--- config.mk ---
export PLATFORM = sky130hd
export DESIGN_NAME = fifo_push_arbiter
export DESIGN_NICKNAME = d
export VERILOG_FILES = /design/src/rtl/fifo_push_arbiter.sv
export SDC_FILE = /design/constraint.sdc
export NUM_CORES = 1
export LEC_CHECK = 0
export ABC_AREA = 1
export ABC_CLOCK_PERIOD_IN_PS = 2900
export CORE_AREA = 8 8 100 102
export CTS_BUF_LIST = sky130_fd_sc_hd__clkbuf_8
export CTS_CLUSTER_SIZE = 16
export DETAILED_ROUTE_END_ITERATION = 7
export DIE_AREA = 0 0 108 110
export PLACE_DENSITY = 0.9
export SLEW_MARGIN = 20
export SYNTH_ARGS = -nofsm -noshare
export SYNTH_HDL_FRONTEND = slang
export SYNTH_SLANG_ARGS = --single-unit
--- constraint.sdc ---
create_clock -name clk -period 2.9 [get_ports clk]
set_input_delay 0.29 -clock clk [delete_from_list [all_inputs] [get_ports clk]]
set_output_delay 0.29 -clock clk [all_outputs]
set_load 0.05 [all_outputs]
--- src/rtl/fifo_push_arbiter.sv ---
// fifo_push_arbiter: round-robin / fixed-priority arbiter sharing one FIFO push port,
// with a reservation level so a push is never issued into a full FIFO.
module fifo_push_arbiter #(
    parameter int fifo_w    = 32,
    parameter int fifo_d    = 8,
    parameter int n_req     = 4,
    parameter int af_thresh = 6
) (
    input  logic                              clk,
    input  logic                              rst,
    input  logic                              mode,
    input  logic [n_req-1:0]                  req,
    input  logic [n_req*fifo_w-1:0]           req_data,
    output logic [n_req-1:0]                  gnt,
    output logic                              push_en,
    output logic [fifo_w-1:0]                 fifo_din,
    input  logic                              rd_req,
    output logic                              pop_en,
    input  logic                              fifo_full,
    input  logic                              fifo_empty,
    output logic [$clog2(fifo_d+1)-1:0]       level,
    output logic                              almost_full,
    output logic                              ovf_err
);
    localparam int lw = $clog2(fifo_d + 1);
    localparam int pw = $clog2(n_req);
    logic [pw-1:0]    ptr, lo_win, hi_win, win;
    logic             hi_found, grant;
    logic [n_req-1:0] elig, onehot;
    logic [lw-1:0]    level_nxt;
    assign elig   = req & ~gnt;
    assign pop_en = rd_req & ~fifo_empty;
    assign grant  = |elig && level < lw'(fifo_d);
    // Descending scan keeps the lowest match: lo_win overall, hi_win above the pointer.
    always_comb begin
        lo_win   = '0;
        hi_win   = '0;
        hi_found = 1'b0;
        for (int k = n_req - 1; k >= 0; k--) begin
            if (elig[k]) lo_win = pw'(k);
            if (elig[k] && pw'(k) > ptr) begin
                hi_win   = pw'(k);
                hi_found = 1'b1;
            end
        end
        win         = mode ? lo_win : (hi_found ? hi_win : lo_win);
        onehot      = '0;
        onehot[win] = grant;
        level_nxt   = level + lw'(grant) - lw'(pop_en);
    end
    always_ff @(posedge clk or posedge rst) begin
        if (rst) begin
            gnt         <= '0;
            push_en     <= 1'b0;
            fifo_din    <= '0;
            level       <= '0;
            almost_full <= 1'b0;
            ovf_err     <= 1'b0;
            ptr         <= pw'(n_req - 1);
        end else begin
            gnt     <= onehot;
            push_en <= grant;
            if (grant) begin
                fifo_din <= req_data[int'(win)*fifo_w +: fifo_w];
                ptr      <= win;
            end
            level       <= level_nxt;
            almost_full <= level_nxt >= lw'(af_thresh);
            ovf_err     <= ovf_err | (push_en & fifo_full);
        end
    end
endmodule

==> out/metrics.csv <==
stage;metric;value;unit
status;status;finished clean;
final_layout;share of cells above drive strength 1;5.029;%
logic_synthesis;register bit total from synthesis;45;
power;overall power;5.367;mW
logic_synthesis;post-synth top area share;37.99;%
clocking;Clock Path Buffers;2;
route;Remaining DRCs;0;
route;DRT Wirelength;11400;um
critical_path;Worst Path Required;3.13;ns
power;PD cells;1027;mW/mm^2
power;clock power share;8.6;%
hold_path;Hold Path Class;register to register;
logic_synthesis;syn_area_per_cell;6.178;sq um
global_routing;initial antenna violation count;0;
place;Place WS;0.3061;ns
final_layout;cell area after layout;0.005226;sq mm
global_routing;pin count of the biggest net entering global routing;66;
logic_synthesis;Synth area leader;nand2_1;
power;Seq pwr share;20.9;%
floorplanning;chip height;110;um
place;Post-DP Area;0.005119;sq mm
route;Vias/cell;4.770;
critical_path;critical path peak fanout;4;
sta;final setup margin;0.5899;ns
global_routing;All-Layer GR Usage;18.54;%
final_layout;FILL cells;731;
final_layout;Core Util, Final;61.74;%
logic_synthesis;yosys warns;0;
sta;Fin. Hold Viols;0;
clocking;H-tree depth;2;
sta;RSZ-0062 raised after global routing;no;
job;max-cap violations;0;
sta;Slew Viols, Final;0;
route;DRT iter0 DRCs;168;
clocking;setup bufs post-CTS;0;
final_layout;register area;0.001129;sq mm
logic_synthesis;Syn Inst Count;531;
final_layout;fin cells;804;
sta;Hold WS;0.4635;ns
sta;Tcrit/Tclk final;79.66;%
sta;worst-margin pin slew;0.9173;ns
route;number of routed nets with antenna violations;0;
route;first drt pass iteration count;4;
sta;endpoints failing setup;0;
clocking;post-cts resize count;0;
power;Max VDD drop;0.7230;mV
floorplanning;FP Rows;34;
final_layout;Layout Nets;838;
logic_synthesis;Syn Nets;674;
floorplanning;core area;0.008466;sq mm
sta;Rel. slew slack;38.76;%
place;placer congestion estimate;0.8492;
place;number of port buffers;181;
clocking;clk_lat worst skew;0.29;ns
power;logic gate share of total power;70.5;%
logic_synthesis;Post-synth top flop;dfrtp_1;
logic_synthesis;most instantiated library cell after synthesis;nand2_1;
clocking;Reg clk slew, reported paths;0.08;ns
global_routing;total gr overflow;0;
place;Placed Cells;796;
logic_synthesis;Synth area leaders;nand2_1 38%, dfrtp_1 33%, nand3_1 10%, buf_6 3.1%, buf_4 2.3%;
route;DR WL/cell;14.18;um
clocking;root buffer cell;clkbuf_8;
place;dpl hpwl;8673;um
critical_path;cell at the slowest stage of the critical path;clkdlybuf4s50_1;
power;cell leakage power;2.692;nW
sta;Max Clk Rate;432.9;MHz
clocking;total CTS buffers;5;
floorplanning;area of the die;0.01188;sq mm
clocking;hold_buf cts;0;
final_layout;area of the multi-input gates;0.001856;sq mm
logic_synthesis;Post-synth EDFFs;0;
sta;clk_skew;0.002905;ns
power;cell-internal power;2.488;mW
critical_path;crit path cell chain;clkdlybuf4s50_1, nand2_2, nand2_1, inv_1, a31oi_4, clkinv_1, ha_1, inv_1, ha_1, inv_1, fa_1, xnor2_1, nand2_1, nand2_1;
sta;Sum Neg Setup Slack;0;ns
power;NetSw;2.879;mW
clocking;clock sinks;45;
logic_synthesis;post-synthesis sequential area ratio;34.40;%
floorplanning;die width;108;um
floorplanning;Initial Util;38.75;%
global_routing;vias in the first global route;3780;
power;Switching Share;53.64;%
route;Vias;3835;
critical_path;Worst Setup Start Kind;input pin;
critical_path;crit path DAT;2.54;ns
critical_path;Crit path largest cell delay;0.47;ns
final_layout;Antenna diodes;0;
sta;Tmin final;2.310;ns
final_layout;Layout area overhead;59.31;%
logic_synthesis;post-synth cell types;28;
logic_synthesis;commonest cells in the netlist;332 x nand2_1, 66 x nand3_1, 43 x dfrtp_1;
logic_synthesis;ys async rst share;100.0;%
global_routing;first-pass GRT wire length;18060;um
critical_path;CP Class;input pin to register;
critical_path;crit end category;register;
logic_synthesis;netlist area before placement;0.003281;sq mm
floorplanning;# IOs;182;
clocking;CTS tree;built;
[critical path: cells and delay by family]
kind	cells	cell delay, ns
buffers and inverters	5	0.76
AND/OR/NAND/NOR	4	0.32
XOR/XNOR	1	0.24
adder cells (fa/ha/maj)	3	0.78
AO/OA/AOI/OAI	1	0.15
[registers in the layout, summed over array words and instances (netlist names)]
| name | count |
|---|---|
| gnt | 4 |
| level | 4 |
| fifo_din | 32 |
| ovf_err | 1 |
| push_en | 1 |
| almost_full | 1 |
| ptr | 2 |
[kinds of logic after synthesis]
group | after synthesis | synth area share [%]
buffers and inverters | 54 | 9.840
AND/OR/NAND/NOR | 412 | 50.57
adder cells (fa/ha/maj) | 5 | 2.136
AO/OA/AOI/OAI | 12 | 2.250
flip-flops | 45 | 34.40
XOR/XNOR | 3 | 0.8011
[worst paths after layout]
kind / start / to / slack, ns / cells after the start
hold reg to reg: ovf_err / ovf_err / 0.46 / 1
setup reg to reg: gnt[1] / almost_full / 0.59 / 14
hold / removal: ovf_err / ovf_err / 0.46 / 1
max in group asynchronous: rst / fifo_din[23] / 1.79 / 2
setup / recovery: req[1] / almost_full / 0.59 / 14
min in group asynchronous: rst / push_en / 0.52 / 2
[area by class of cell]
cell class | instances | area share [%]
clock inverters | 3 | 0.7422
flip-flops and latches | 45 | 21.59
clock buffers | 5 | 1.317
inverters | 20 | 1.436
multi-input cells | 432 | 35.50
repair buffers | 191 | 36.82
well taps | 108 | 2.586
[layout by cell type, fill, tap and decap left out, types with 4 or more instances in the layout]
cell,instances
inv_1,16
clkdlybuf4s50_1,181
buf_4,7
nor2_1,5
inv_2,4
clkbuf_8,5
dfrtp_1,43
ha_1,4
nand2_1,332
nand3_1,66
nor2_2,4
[routing by layer]
| metal | share of wire, % | track usage [%] | up-vias |
|---|---|---|---|
| met5 | 0 | 0 | - |
| met4 | 1.3 | 4.361 | 0 |
| met3 | 7.3 | 5.000 | 13 |
| met2 | 50 | 32.65 | 128 |
| met1 | 42 | 21.94 | 1734 |
| li1 | - | - | 1960 |
[power by group through the flow]
stage / Clock [mW] / Sequential [mW] / Combinational, mW
after floorplan: 0 / 2.04 / 1.77
after CTS: 0.477 / 1.12 / 3.81
after detailed placement: 0 / 1.13 / 3.81
after global routing: 0.498 / 1.16 / 4.16
final: 0.459 / 1.12 / 3.79
after global placement: 0 / 1.12 / 3.72
No activity file was read; power rests on OpenSTA's default activity.
